`config.mk`:
```
export PLATFORM = sky130hd
export DESIGN_NAME = rmw_counter_array
export DESIGN_NICKNAME = d
export VERILOG_FILES = /design/src/rtl/rmw_array_pkg.sv /design/src/rtl/rmw_array_mem.sv /design/src/rtl/rmw_counter_array.sv
export SDC_FILE = /design/constraint.sdc
export NUM_CORES = 1
export LEC_CHECK = 0
export ABC_AREA = 1
export ABC_CLOCK_PERIOD_IN_PS = 4400
export CORE_MARGIN = 5
export CORE_UTILIZATION = 40
export DETAILED_ROUTE_END_ITERATION = 8
export PLACE_DENSITY_LB_ADDON = 0.05
export SYNTH_ARGS = -nofsm -noshare
export SYNTH_HDL_FRONTEND = slang
export SYNTH_SLANG_ARGS = --single-unit
```
`constraint.sdc`:
```
create_clock -name clock -period 4.4 [get_ports clock]
set_input_delay 0.88 -clock clock [delete_from_list [all_inputs] [get_ports clock]]
set_output_delay 0.88 -clock clock [all_outputs]
set_load 0.01 [all_outputs]
```
`src/rtl/rmw_array_pkg.sv`:
```
// Shared types and helpers for the streaming read-modify-write counter array.
// Default widths live here so the top and the array agree on sizing.
package rmw_array_pkg;

  localparam int IDX_W = 2;
  localparam int CNT_W = 7;

  typedef enum logic [1:0] {RUN, DRAIN, CLEAR} state_t;

  typedef struct packed {
    logic [IDX_W-1:0] idx;
    logic [CNT_W-1:0] inc;
  } rmw_req_t;

  // Index of the last array entry for a given index width.
  function automatic int last_idx(input int w = IDX_W);
    return (1 << w) - 1;
  endfunction

endpackage

```
`src/rtl/rmw_array_mem.sv`:
```
// 2^W x CW array: one registered read port, one write port.
// A read at the same edge as a write to that entry returns the old value.
module rmw_array_mem
  import rmw_array_pkg::*;
#(
  parameter int W  = IDX_W,
  parameter int CW = CNT_W
) (
  input  logic          clock,
  input  logic [W-1:0]  rd_addr,
  output logic [CW-1:0] rd_data,
  input  logic          we,
  input  logic [W-1:0]  wr_addr,
  input  logic [CW-1:0] wr_data
);

  localparam int N = last_idx(W);

  logic [CW-1:0] mem [0:N];

  always_ff @(posedge clock) begin
    if (we) mem[wr_addr] <= wr_data;
    rd_data <= mem[rd_addr];
  end

endmodule

```
`src/rtl/rmw_counter_array.sv`:
```
// Streaming RMW accumulator: one op/cycle into a small array with forwarding,
// a clear sweep after drain, sticky threshold flag and saturating op counter.
module rmw_counter_array
  import rmw_array_pkg::*;
#(
  parameter int W      = IDX_W,
  parameter int CW     = CNT_W,
  parameter int THRESH = 64
) (
  input  logic          clock,
  input  logic          reset_n,
  input  logic          in_valid,
  output logic          in_ready,
  input  logic [W-1:0]  in_idx,
  input  logic [CW-1:0] in_inc,
  input  logic          in_clear,
  output logic          out_valid,
  output logic [W-1:0]  out_idx,
  output logic [CW-1:0] out_value,
  output logic          hit,
  output logic [63:0]   count
);

  localparam int N = last_idx(W);

  state_t        state, state_nx;
  logic [W-1:0]  ptr;
  logic [1:0]    vld_pipe;   // [0]: S1 holds an op, [1]: output pulse
  rmw_req_t      s1;
  logic          fwd_q;
  logic [CW-1:0] fwd_val, rd_data, s1_rd, s1_new;
  logic          accept;
  logic          we;
  logic [W-1:0]  wr_addr;
  logic [CW-1:0] wr_data;

  assign in_ready  = (state == RUN);
  assign accept    = in_valid & in_ready;
  assign out_valid = vld_pipe[1];
  // Array read is stale when the previous op commits to the same entry.
  assign s1_rd     = fwd_q ? fwd_val : rd_data;
  assign s1_new    = s1_rd + s1.inc;

  assign we      = (state == CLEAR) | vld_pipe[0];
  assign wr_addr = (state == CLEAR) ? ptr : s1.idx;
  assign wr_data = (state == CLEAR) ? '0 : s1_new;

  rmw_array_mem #(.W(W), .CW(CW)) u_mem (
    .clock   (clock),
    .rd_addr (in_idx),
    .rd_data (rd_data),
    .we      (we),
    .wr_addr (wr_addr),
    .wr_data (wr_data)
  );

  // Nothing is accepted in DRAIN, so S1 is always empty after one edge there.
  always_comb begin
    state_nx = state;
    case (state)
      RUN:     if (in_clear) state_nx = DRAIN;
      DRAIN:   state_nx = CLEAR;
      CLEAR:   if (ptr == W'(N)) state_nx = RUN;
      default: state_nx = CLEAR;
    endcase
  end

  always_ff @(posedge clock or negedge reset_n) begin
    if (!reset_n) begin
      state     <= CLEAR;
      ptr       <= '0;
      vld_pipe  <= '0;
      s1        <= '0;
      fwd_q     <= 1'b0;
      fwd_val   <= '0;
      out_idx   <= '0;
      out_value <= '0;
      hit       <= 1'b0;
      count     <= '0;
    end else begin
      state    <= state_nx;
      ptr      <= (state == CLEAR) ? ptr + 1'b1 : '0;
      vld_pipe <= {vld_pipe[0], accept};
      if (accept) begin
        s1      <= '{idx: in_idx, inc: in_inc};
        fwd_q   <= vld_pipe[0] && (s1.idx == in_idx);
        fwd_val <= s1_new;
      end
      if (vld_pipe[0]) begin
        out_idx   <= s1.idx;
        out_value <= s1_new;
      end
      // Entering CLEAR beats a same-edge threshold commit.
      if (state == DRAIN)
        hit <= 1'b0;
      else if (vld_pipe[0] && s1_new >= CW'(THRESH))
        hit <= 1'b1;
      if (accept && count != '1)
        count <= count + 64'd1;
    end
  end

endmodule

```
==> run metrics <==
status finished, final reports clean; Hold Fails Final Rpt 0; post-layout min period 2.873 ns; antenna violations before repair 0; Synth area leaders dfrtp_1 33%, nand2_1 24%, edfxtp_1 12%; io pins 89; Setup Total Neg Slack 0 ns; Worst EP arrival 3.23 ns; Sequential Area 3410 um2; Reg-to-Reg Start count[0]; leading cell type in the layout, fill and taps excluded nand2_1; Ant. Diodes 0; Setup Buffers After CTS 0; die span in x 144.2 um; first-pass GRT wire length 34400 um; worst slew pin tran 0.9714 ns; Detailed Place HPWL 15880 um; final setup fails 0; Slew Viols, Final 0; CP startpoint kind flip-flop; GRT Total Usage 0.2160; fmax 348.1 MHz; clock sink total 132; Slew headroom 0.3500; Hold-fix buffers, CTS 0; Min-Delay Path Class in -> async; Clk pin slew, worst setup/hold paths 0.06 ns; CP cell instances ha_1 > inv_2 > nor2_4 > nand2_4 > nor2_4 > nand2_4 > o21ai_4 > buf_4 > nand2_1 > nand2_1; RSZ-0062 raised after global routing false; pwr dens 492.2 nW/um2; Routed WL per cell 15.94 um; slowest stage cell, crit path o21ai_4; max cap viols 0; # fillers 1807; initial DRC count 335; Psw 1.536 mW; critical path fanouts, max 39; Initial Util 0.4037; fraction of layout cells with a size suffix above 1 0.04521; P_int 2.824 mW; Residual DRC 0; area leader, netlist dfrtp_1; Synth top area share 0.3336; register area share after synthesis 0.4734; CTS tree built; Post-synth EDFFs 28; Max stage delay on crit path 0.78 ns; final wirelength 21280 um; Yosys warnings 0; DR vias 6515; Worst IR Drop VDD 418.1 uV; fin nets 1115; Clock Tree Buf Depth 2; root buffer cell clkbuf_16; Avg Synthesized Cell Area 7.216 um2; Crit. Startpoint count[0]; setup slack after layout 1.527 ns; Mapped Area 7202 um2; Main synth FF type dfrtp_1; multi-input logic area 3455 um2; IO buf count 88; fin util 0.4965; Leak 3.844 nW; post-synth cell types 31; Worst EP required 4.76 ns; register bit total from synthesis 132; total power 4.360 mW; ANT nets after route 0; # rows 49; asr flop ratio synth 0.7348; CTS H-tree lvls 4; Syn Inst Count 998; vias in the first global route 6581; clock skew 0.01149 ns; Final GP Congestion 0.9035; period utilization 0.6529; Crit. End Element flip-flop; Clk Latency, worst-skew pair 0.42 ns; critical path class reg -> reg; most frequent cells in the layout 467 x nand2_1, 160 x nor2_1, 96 x dfrtp_1; Clock power frac 0.308; Gate power share 0.277; area delta synth->final 22.98%; pin count of the biggest net entering global routing 62; Die Y 144.2 um; Congestion Overflow GR 0; switch share 0.3524; vias per cell 4.880; die area 20790 um2; Mapped Nets 1020; dpl cells 1303; CORE AREA 17840 um2; CTS Buf Count 17; TritonRoute pass-1 iters 5; Layout Cells excl Fill 1335; # resized after CTS 0; Flop pwr share 0.414; dpl ws 1.451 ns
layout make-up:
| type | instances | area share |
|---|---|---|
| Clock buffer | 18 | 0.04958 |
| Clock inverter | 14 | 0.01342 |
| Inverter | 60 | 0.02543 |
| Multi-Input combinational cell | 788 | 0.3900 |
| Sequential cell | 132 | 0.3849 |
| Tap cell | 229 | 0.03235 |
| Timing Repair Buffer | 94 | 0.1043 |
power groups by stage:
stage	Combinational [mW]	Sequential [mW]	Clock (mW)
2_1_floorplan	0.775	1.82	0
3_3_place_gp	1.23	1.83	0
3_5_place_dp	1.24	1.83	0
4_1_cts	1.24	1.81	1.38
5_1_grt	1.38	1.85	1.44
6_report	1.21	1.81	1.34
worst max-delay path: cells and delay by family, from the launching register on:
kind                     cells  cell delay [ns]
AND/OR/NAND/NOR              6             0.69
flip-flops                   1             0.49
AO/OA/AOI/OAI                1             0.78
adder cells (fa/ha/maj)      1             0.34
buffers and inverters        2             0.48
layer usage:
| layer | GRT usage | routed length (um) |
|---|---|---|
| met4 | 0.09818 | 900 |
| met5 | 0 | 0 |
| met2 | 0.3564 | 10120 |
| met1 | 0.2711 | 9304 |
| met3 | 0.04861 | 952 |
stage by stage:
stage | hold WS, ns | cell area [um2]
detailed placement | 0.4468 | 8299
floorplan | 0.4020 | 7202
CTS | 0.4581 | 8857
global placement | 0.4522 | 8299
global route | 0.4804 | 8857
finish | 0.4570 | 8857
sequential cells by signal, indices dropped and copies added, names as in the netlist:
signal	count
out_value	7
ptr	2
fwd_q	1
fwd_val	7
vld_pipe	2
out_idx	2
count	64
u_mem.mem	28
u_mem.rd_data	7
state	2
hit	1
s1	9
cells in the mapped netlist, drive strengths merged (2+ instances only):
cell / number
nand2: 469
ha: 8
inv: 58
nand4: 17
buf: 12
nand3: 26
clkinv: 2
dfxtp: 7
o21ai: 48
xor2: 11
clkbuf: 6
nor2: 164
xnor2: 25
a21oi: 6
dfrtp: 96
o22ai: 8
edfxtp: 28
cell families after synthesis:
| group | Yosys count | synth area share |
|---|---|---|
| xor gates and xnor gates | 36 | 0.04378 |
| adders and majority gates | 9 | 0.01668 |
| and+or+nand+nor | 680 | 0.3709 |
| DFF | 132 | 0.4734 |
| AOI/OAI and AO/OA | 63 | 0.04726 |
| buffers and inverters | 78 | 0.04795 |
final timing paths:
path	cells after the start	slack [ns]	to
setup / recovery	10	1.53	count[57]
hold / removal	1	0.46	count[9]
setup reg to reg	10	1.53	count[57]
hold reg to reg	0	0.46	vld_pipe[1]
max in group asynchronous	2	3.07	s1[7]
min in group clock	0	0.46	vld_pipe[1]
Power figures use the tool's default switching activity.
